**src/rtl/status_display_pkg.sv**
```systemverilog
// Shared types for the status display controller: FSM states and
// classification of the sampled status vector.
package status_display_pkg;

    typedef enum logic [1:0] {
        IDLE,
        SHOW,
        HOLD,
        CONFLICT
    } state_e;

    typedef enum logic [1:0] {
        NONE,
        ONEHOT,
        MULTI
    } cls_e;

endpackage

```
**src/rtl/status_display_ctrl_if.sv**
```systemverilog
// Status flags in, display drive out; the controller is the slave side.
interface status_display_ctrl_if #(
    parameter int N_STATUS = 4,
    parameter int CNT_W    = 8
);
    localparam int CW = $clog2(N_STATUS);

    logic [N_STATUS-1:0] status;
    logic                disp_on;
    logic [CW-1:0]       disp_code;
    logic                conflict;
    logic [CNT_W-1:0]    conflict_cnt;

    modport master (
        output status,
        input  disp_on, disp_code, conflict, conflict_cnt
    );

    modport slave (
        input  status,
        output disp_on, disp_code, conflict, conflict_cnt
    );
endinterface

```
**src/rtl/status_display_ctrl_classify.sv**
```systemverilog
// Combinational classifier: NONE / ONEHOT (with bit index) / MULTI.
import status_display_pkg::*;

module onehot_classify #(
    parameter int N_STATUS = 4
) (
    input  logic [N_STATUS-1:0]         status_i,
    output cls_e                        cls_o,
    output logic [$clog2(N_STATUS)-1:0] idx_o
);
    localparam int CW = $clog2(N_STATUS);

    logic seen;
    logic multi;

    always_comb begin
        seen  = 1'b0;
        multi = 1'b0;
        idx_o = '0;
        for (int k = 0; k < N_STATUS; k++) begin
            if (status_i[k]) begin
                if (seen) multi = 1'b1;
                seen  = 1'b1;
                idx_o = CW'(k);
            end
        end
        cls_o = multi ? MULTI : (seen ? ONEHOT : NONE);
    end
endmodule

```
**src/rtl/status_display_ctrl.sv**
```systemverilog
// Display-enable controller: shows the active status flag, holds it after
// the flag drops, and blinks/counts illegal multi-flag conditions.
import status_display_pkg::*;

module status_display_ctrl #(
    parameter int N_STATUS    = 4,
    parameter int HOLD_CYCLES = 4,
    parameter int BLINK_DIV   = 2,
    parameter int CNT_W       = 8
) (
    input logic                clk,
    input logic                reset,
    status_display_ctrl_if.slave sd
);
    localparam int CW = $clog2(N_STATUS);
    localparam int HW = (HOLD_CYCLES > 1) ? $clog2(HOLD_CYCLES) : 1;
    localparam int BW = (BLINK_DIV > 1) ? $clog2(BLINK_DIV) : 1;
    localparam logic [HW-1:0] HOLD_LOAD  = HW'(HOLD_CYCLES - 1);
    localparam logic [BW-1:0] BLINK_LAST = BW'(BLINK_DIV - 1);

    cls_e          cls;
    logic [CW-1:0] idx;

    onehot_classify #(.N_STATUS(N_STATUS)) u_classify (
        .status_i (sd.status),
        .cls_o    (cls),
        .idx_o    (idx)
    );

    state_e           state_q, state_d;
    logic [HW-1:0]    hold_q, hold_d;
    logic [BW-1:0]    blink_cnt_q, blink_cnt_d;
    logic             blink_q, blink_d;
    logic [CW-1:0]    code_q, code_d;
    logic [CNT_W-1:0] cnt_q, cnt_d;
    logic             on_q, on_d;
    logic             conf_q, conf_d;

    always_ff @(posedge clk or posedge reset) begin
        if (reset) begin
            state_q     <= IDLE;
            hold_q      <= '0;
            blink_cnt_q <= '0;
            blink_q     <= 1'b0;
            code_q      <= '0;
            cnt_q       <= '0;
            on_q        <= 1'b0;
            conf_q      <= 1'b0;
        end else begin
            state_q     <= state_d;
            hold_q      <= hold_d;
            blink_cnt_q <= blink_cnt_d;
            blink_q     <= blink_d;
            code_q      <= code_d;
            cnt_q       <= cnt_d;
            on_q        <= on_d;
            conf_q      <= conf_d;
        end
    end

    // ONEHOT and MULTI decide the next state the same way from every state;
    // only NONE depends on where we are.
    always_comb begin
        state_d     = state_q;
        hold_d      = hold_q;
        blink_cnt_d = blink_cnt_q;
        blink_d     = blink_q;
        code_d      = code_q;
        cnt_d       = cnt_q;
        if (cls == ONEHOT) begin
            state_d = SHOW;
            code_d  = idx;
        end else if (cls == MULTI) begin
            state_d = CONFLICT;
            if (state_q != CONFLICT) begin
                blink_d     = 1'b1;
                blink_cnt_d = '0;
                if (cnt_q != '1) cnt_d = cnt_q + CNT_W'(1);
            end else if (blink_cnt_q == BLINK_LAST) begin
                blink_cnt_d = '0;
                blink_d     = ~blink_q;
            end else begin
                blink_cnt_d = blink_cnt_q + BW'(1);
            end
        end else begin
            unique case (state_q)
                SHOW: begin
                    if (HOLD_CYCLES == 0) begin
                        state_d = IDLE;
                    end else begin
                        state_d = HOLD;
                        hold_d  = HOLD_LOAD;
                    end
                end
                HOLD: begin
                    if (hold_q == '0) state_d = IDLE;
                    else              hold_d  = hold_q - HW'(1);
                end
                default: state_d = IDLE;
            endcase
        end
        on_d   = (state_d == SHOW) || (state_d == HOLD) ||
                 ((state_d == CONFLICT) && blink_d);
        conf_d = (state_d == CONFLICT);
    end

    assign sd.disp_on      = on_q;
    assign sd.disp_code    = code_q;
    assign sd.conflict     = conf_q;
    assign sd.conflict_cnt = cnt_q;
endmodule
```
**src/flat_wrapper.sv**
```systemverilog
// flat-port wrapper written by rule: the top's interface ports become plain ports
module status_display_ctrl_flat 
#(
    parameter int N_STATUS    = 4,
    parameter int HOLD_CYCLES = 4,
    parameter int BLINK_DIV   = 2,
    parameter int CNT_W       = 8
)
  (clk, reset, sd_status, sd_disp_on, sd_disp_code, sd_conflict, sd_conflict_cnt);
  status_display_ctrl_if #(.N_STATUS(N_STATUS), .CNT_W(CNT_W)) sd_i ();
  input logic clk;
  input logic reset;
  input wire logic [$bits(sd_i.status)-1:0] sd_status;
  output wire logic [$bits(sd_i.disp_on)-1:0] sd_disp_on;
  output wire logic [$bits(sd_i.disp_code)-1:0] sd_disp_code;
  output wire logic [$bits(sd_i.conflict)-1:0] sd_conflict;
  output wire logic [$bits(sd_i.conflict_cnt)-1:0] sd_conflict_cnt;
  assign sd_i.status = sd_status;
  assign sd_disp_on = sd_i.disp_on;
  assign sd_disp_code = sd_i.disp_code;
  assign sd_conflict = sd_i.conflict;
  assign sd_conflict_cnt = sd_i.conflict_cnt;
  status_display_ctrl #(.N_STATUS(N_STATUS), .HOLD_CYCLES(HOLD_CYCLES), .BLINK_DIV(BLINK_DIV), .CNT_W(CNT_W)) u_core (.clk(clk), .reset(reset), .sd(sd_i));
endmodule
```
**config.mk**
```make
export PLATFORM = sky130hd
export DESIGN_NAME = status_display_ctrl_flat
export DESIGN_NICKNAME = d
export VERILOG_FILES = /design/src/rtl/status_display_pkg.sv /design/src/rtl/status_display_ctrl_if.sv /design/src/rtl/status_display_ctrl_classify.sv /design/src/rtl/status_display_ctrl.sv /design/src/flat_wrapper.sv
export SDC_FILE = /design/constraint.sdc
export NUM_CORES = 1
export LEC_CHECK = 0
export BUFFER_PORTS_ARGS = -buffer_cell sky130_fd_sc_hd__buf_2
export CAP_MARGIN = 5
export CORE_AREA = 8 8 54 56
export CTS_CLUSTER_SIZE = 14
export DETAILED_ROUTE_END_ITERATION = 6
export DIE_AREA = 0 0 62 64
export PLACE_DENSITY_LB_ADDON = 0.08
export REMOVE_ABC_BUFFERS = 1
export SYNTH_ARGS = -nofsm -noshare
export SYNTH_HDL_FRONTEND = slang
export SYNTH_SLANG_ARGS = --single-unit
export TNS_END_PERCENT = 1
```
**constraint.sdc**
```tcl
create_clock -name clk -period 2 [get_ports clk]
set_clock_uncertainty 0.15 [all_clocks]
set_input_delay 0.2 -clock clk [delete_from_list [all_inputs] [get_ports clk]]
set_output_delay 0.2 -clock clk [all_outputs]
set_load 0.05 [all_outputs]
```
# Word level (Yosys, flattened, before mapping)
# Cells that the tools add are included.
# totals
reg_bits	18
out_inout_bits	12
word_cells	59
# op_classes
addsub	3
n_eq_ne	10
n_mux	27
bitwise	3
n_reduce_logical	8
# op_table
operator	count
1-bit two-way mux	18
2-bit two-way mux	7
8-bit by 1-bit adder with 8-bit output, second input constant	1
2-bit == test, second input constant	4
8-bit inequality test, second input constant	1
2-bit one-hot mux with 2 select lines	2
4-bit AND reduction	2
2-bit by 1-bit == test with 1-bit output, second input constant	3
2-bit inequality test, second input constant	2
1-bit inverter	3
2-bit zero test	1
1-bit logical OR	2
2-bit AND reduction	1
2-bit nonzero test	1
2-bit by 1-bit subtractor with 2-bit output, second input constant	1
1-bit adder, second input constant	1
1-bit logical AND	1

# Logic depth before layout (Yosys ltp)
# logic_depth
depth_word	14
ltp_mapped	8

# By module
# From an unflattened synthesis, not the netlist that was laid out.
# hier_totals
hier_cells	106
area_unflattened_um2	1088.5
# by_module_without_submodules
module	n_inst	cells_per_inst	area_per_inst_um2	seq_area_each_um2
status_display_ctrl	1	94	1007.2	450.4
onehot_classify	1	12	81.3	0.0

# Worst setup path after synthesis
# OpenSTA, ideal clock, no wires.
# synth_timing
path_kind	reg-to-reg
startpoint	reg u_core.cnt_q[0], in the netlist u_core.sd.conflict_cnt[0]
endpoint	reg u_core.cnt_q[1], in the netlist u_core.sd.conflict_cnt[1]
arrival_time_ns	1.669
required_ns	1.722
path_slack_ns	0.053
path_stages_with_launch	6
path_cell_list	dfrtp_1 ha_1 nand4_1 nor2_1 nor2_2 mux2_1
# synth_between
elab_chain_len	2
# synth_rtl
item	line_no	text
start, declared	status_display_ctrl.sv:35	logic [CNT_W-1:0] cnt_q, cnt_d;
start signal, assigned	status_display_ctrl.sv:55	cnt_q <= cnt_d;
parallel branches: the longest is 2 deep, another holds 8-bit by 1-bit adder with 8-bit output	-	
# Parallel ways; which one is timed is not known.
# A chain may end at the register's enable or synchronous reset.

# Final worst setup path
# layout_timing
startpoint	reg u_core.state_q[0]
endpoint	reg u_core.on_q, in the netlist u_core.sd.disp_on
# layout_between
elab_chain_len	7
# layout_rtl
item	line_no	text
start, declared	status_display_ctrl.sv:30	state_e state_q, state_d;
start signal, assigned	status_display_ctrl.sv:50	state_q <= state_d;
2-bit == test (tied with other cells)	status_display_ctrl.sv:86	unique case (state_q)
2-bit one-hot mux with 2 select lines (*)	status_display_ctrl.sv:86	
2-bit two-way mux (*)	status_display_ctrl.sv:73	end else if (cls == MULTI) begin
2-bit two-way mux (*)	status_display_ctrl.sv:70	if (cls == ONEHOT) begin
via u_core.state_d[0]	status_display_ctrl.sv:30	
2-bit by 1-bit == test with 1-bit output (tied with other cells)	status_display_ctrl.sv:102	on_d = (state_d == SHOW) || (state_d == HOLD) ||
1-bit logical OR / 1-bit logical AND (equally long branches)	status_display_ctrl.sv:102, status_display_ctrl.sv:103	
1-bit logical OR (*)	status_display_ctrl.sv:102	
via u_core.on_d	status_display_ctrl.sv:36	logic on_q, on_d;
end signal, assigned	status_display_ctrl.sv:56	on_q <= on_d;
end, declared	status_display_ctrl.sv:36	
# The timed path passes the listed nets; every way through them passes the cells marked *.

==> key figures <==
Timing
  – Max Clock Freq: 531 MHz
  – Min Tclk post-route: 1880 ps
  – Final Max Tran Viols: 0
  – Final setup viols: 0
  – Minimum hold slack: 104 ps
  – Final Hold Viols: 0
  – Fin crit share: 0.942
  – Setup TNS: 0 ps
  – Slew headroom: 0.541
  – RSZ-0062 raised after global routing: false
  – Slew @ Worst Pin: 688 ps

Cells and area
  – FF/Latch Area: 450 µm²
  – Diodes inserted: 0
  – Area delta synth->final: 20.5%
  – Fillers: 187
  – Fin nets: 131
  – Layout cells sized above 1: 0.291
  – Multi-input logic area: 522 µm²
  – Design Area, Final: 1180 µm²

Logic synthesis
  – Top cells by area, synth: dfrtp_1 46%, ha_1 7.7%, xor2_1 4.5%
  – Yosys warns: 0
  – Cell variety after synth: 33
  – Register area share after synthesis: 0.461
  – Syn_area_per_cell: 10.3 µm²
  – Mapped Cells: 95
  – Post-synth top area share: 0.461
  – Mapped Area: 977 µm²
  – Post-synthesis register bit count: 18
  – Leading area contributor after synthesis: dfrtp_1

Global routing
  – Initial antenna violation count: 0
  – Vias in the first global route: 778
  – Largest net degree at the start of global routing: 19
  – Grt total ovfl: 0
  – Total track usage: 0.109
  – First-pass GRT wire length: 3320 µm

Drt
  – 1st-iter DRT viols: 27
  – WL/cell: 13.0 µm
  – Via count: 766
  – Pre-Repair DR Iteration Count: 4
  – Antenna-violating nets left: 0
  – DR DRC count: 0
  – WL final: 1880 µm
  – Drt via density: 5.28

CTS
  – H-tree depth: 1
  – CTS clock-pin slew for the worst setup and hold paths: 90 ps
  – Clk Tree Root Cell: clkbuf_4
  – Clock Sinks: 18
  – TritonCTS Buffers: 3
  – CTS tree: yes
  – Clk buf depth: 2
  – Worst skew pair latency: 290 ps
  – Post-CTS Setup Inserts: 0

Job
  – Max Cap Viol: 0

Worst setup path
  – WP data required: 2020 ps
  – Crit. End Element: register
  – Crit Path Category: reg -> reg
  – Critical Path Source: u_core.state_q[0]
  – CP startpoint kind: register
  – Critical path data arrival time: 1900 ps
  – Reg2reg start: u_core.state_q[0]
  – Critical-path maximum fanout: 4

Power
  – Pleak: 0.544 nW
  – Sequential Power Share: 0.422
  – Pwr dens: 1140 nW/µm²
  – Share of power burned in the clock network: 0.127
  – Switching share of total power: 0.465
  – Int Power: 0.000715 W
  – VDD IR max: 487 µV
  – Gate power share: 0.451
  – Switching Power: 0.000622 W
  – Final Total Pwr: 0.00134 W

Floorplan
  – Num ports: 18
  – Chip height: 64 µm
  – Core area: 2110 µm²
  – Initial Util: 0.464
  – Rows: 17
  – Die X-Extent: 62 µm
  – Die Area: 3970 µm²

Hold path
  – HP Start: sd_status[0]
  – HP Class: in -> reg

Placement
  – PortBufs: 17
  – GP Congestion: 0.714
  – Area post-placement: 1100 µm²
  – Detail Placement HPWL: 1450 µm

Outcome
  – Status: finished, final reports clean
## flip-flops by register name (all words and copies together), names as in the netlist
signal                  count
u_core.sd.disp_on           1
u_core.sd.disp_code         2
u_core.sd.conflict          1
u_core.blink_cnt_q          1
u_core.sd.conflict_cnt      8
u_core.hold_q               2
u_core.blink_q              1
u_core.state_q              2
## power groups by stage
stage	clock network (W)	registers [W]	logic, W
2_1_floorplan	0	0.000797	0.000208
6_report	0.000170	0.000563	0.000603
3_5_place_dp	0	0.000570	0.000588
5_1_grt	0.000195	0.000582	0.000656
4_1_cts	0.000183	0.000563	0.000589
3_3_place_gp	0	0.000564	0.000577
## cell families (layout without fill, tap and decap cells)
logic type / after synthesis / after routing / share of synthesized area
simple gates: 28 / 28 / 0.150
compound gates: 22 / 22 / 0.161
buf+inv: 11 / 33 / 0.0499
flops: 18 / 18 / 0.461
xor+xnor: 5 / 5 / 0.0448
fa+ha+maj: 7 / 7 / 0.0883
mux: 4 / 4 / 0.0448
## worst paths after layout
kind	end	slack, ps	depth (start not counted)
min in group asynchronous	u_core.sd.conflict_cnt[0]	400	3
max in group asynchronous	u_core.sd.conflict_cnt[6]	850	3
setup reg to reg	u_core.sd.disp_on	120	6
hold reg to reg	u_core.sd.conflict_cnt[4]	360	1
hold / removal	u_core.sd.disp_code[0]	100	2
setup / recovery	u_core.sd.disp_on	120	6
## cell usage in the layout, fill, tap and decap left out, types with 2 or more instances in the layout
cell type,Yosys,final
dfrtp_1,18,18
buf_2,0,17
inv_1,10,8
o21ai_0,6,6
nor2_1,5,5
xor2_1,5,5
nand2_1,5,5
a21oi_1,5,5
nand3_1,4,4
mux2_1,3,3
nor4_1,3,3
ha_1,6,3
clkbuf_4,0,3
inv_2,0,2
nand2b_1,2,2
nor3_1,2,2
ha_2,0,2
buf_4,0,2
## per-layer routing
| metal | vias up | share of wire | GRT usage |
|---|---|---|---|
| li1 | 384 | - | - |
| met1 | 359 | 0.46 | 0.134 |
| met2 | 19 | 0.46 | 0.167 |
| met3 | 4 | 0.057 | 0.0260 |
| met4 | 0 | 0.019 | 0.0598 |
| met5 | - | 0 | 0 |
## critical path, stage by stage, from the launching register on
cell and delay, ps:
dfrtp_1 420, inv_2 110, ha_4 160, inv_1 80, o41ai_4 380, ha_2 330, o21bai_1 140
## synth_stat cells, drive strengths merged
cell	count
dfrtp	18
inv	10
o21ai	7
ha	6
nor2	6
a21oi	5
nand2	5
xor2	5
nand3	4
mux2	3
nor4	3
nand2b	2
nor3	2
o41ai	2
a21o	1
a31oi	1
and3	1
buf	1
maj3	1
mux2i	1
nand4	1
nor3b	1
nor4b	1
o211ai	1
o21a	1
o21bai	1
o221ai	1
o22a	1
o311ai	1
or2	1
or3	1
## timing repair
item | 4_1_cts | 5_1_grt
hold buffers | 1 | 0
setup endpoints to repair | 0 | 1
gates resized for setup | 0 | 9
hold endpoints to repair | 18 | 0
## area by class of cell
cell class              instances  share of cell area
clock buffers                   3              0.0191
inverters                      10              0.0319
multi-input cells              66               0.443
flip-flops and latches         18               0.383
well taps                      28              0.0298
repair buffers                 20              0.0935
## per-stage QoR
step | instances | setup WS [ps] | util
floorplan | 94 | 53.4 | -
global placement | 141 | 99.3 | 0.523
detailed placement | 141 | 53.2 | 0.523
CTS | 145 | 34.6 | 0.538
global route | 145 | 13.5 | 0.559
finish | 145 | 116 | 0.559
No activity file was read; power rests on OpenSTA's default activity.
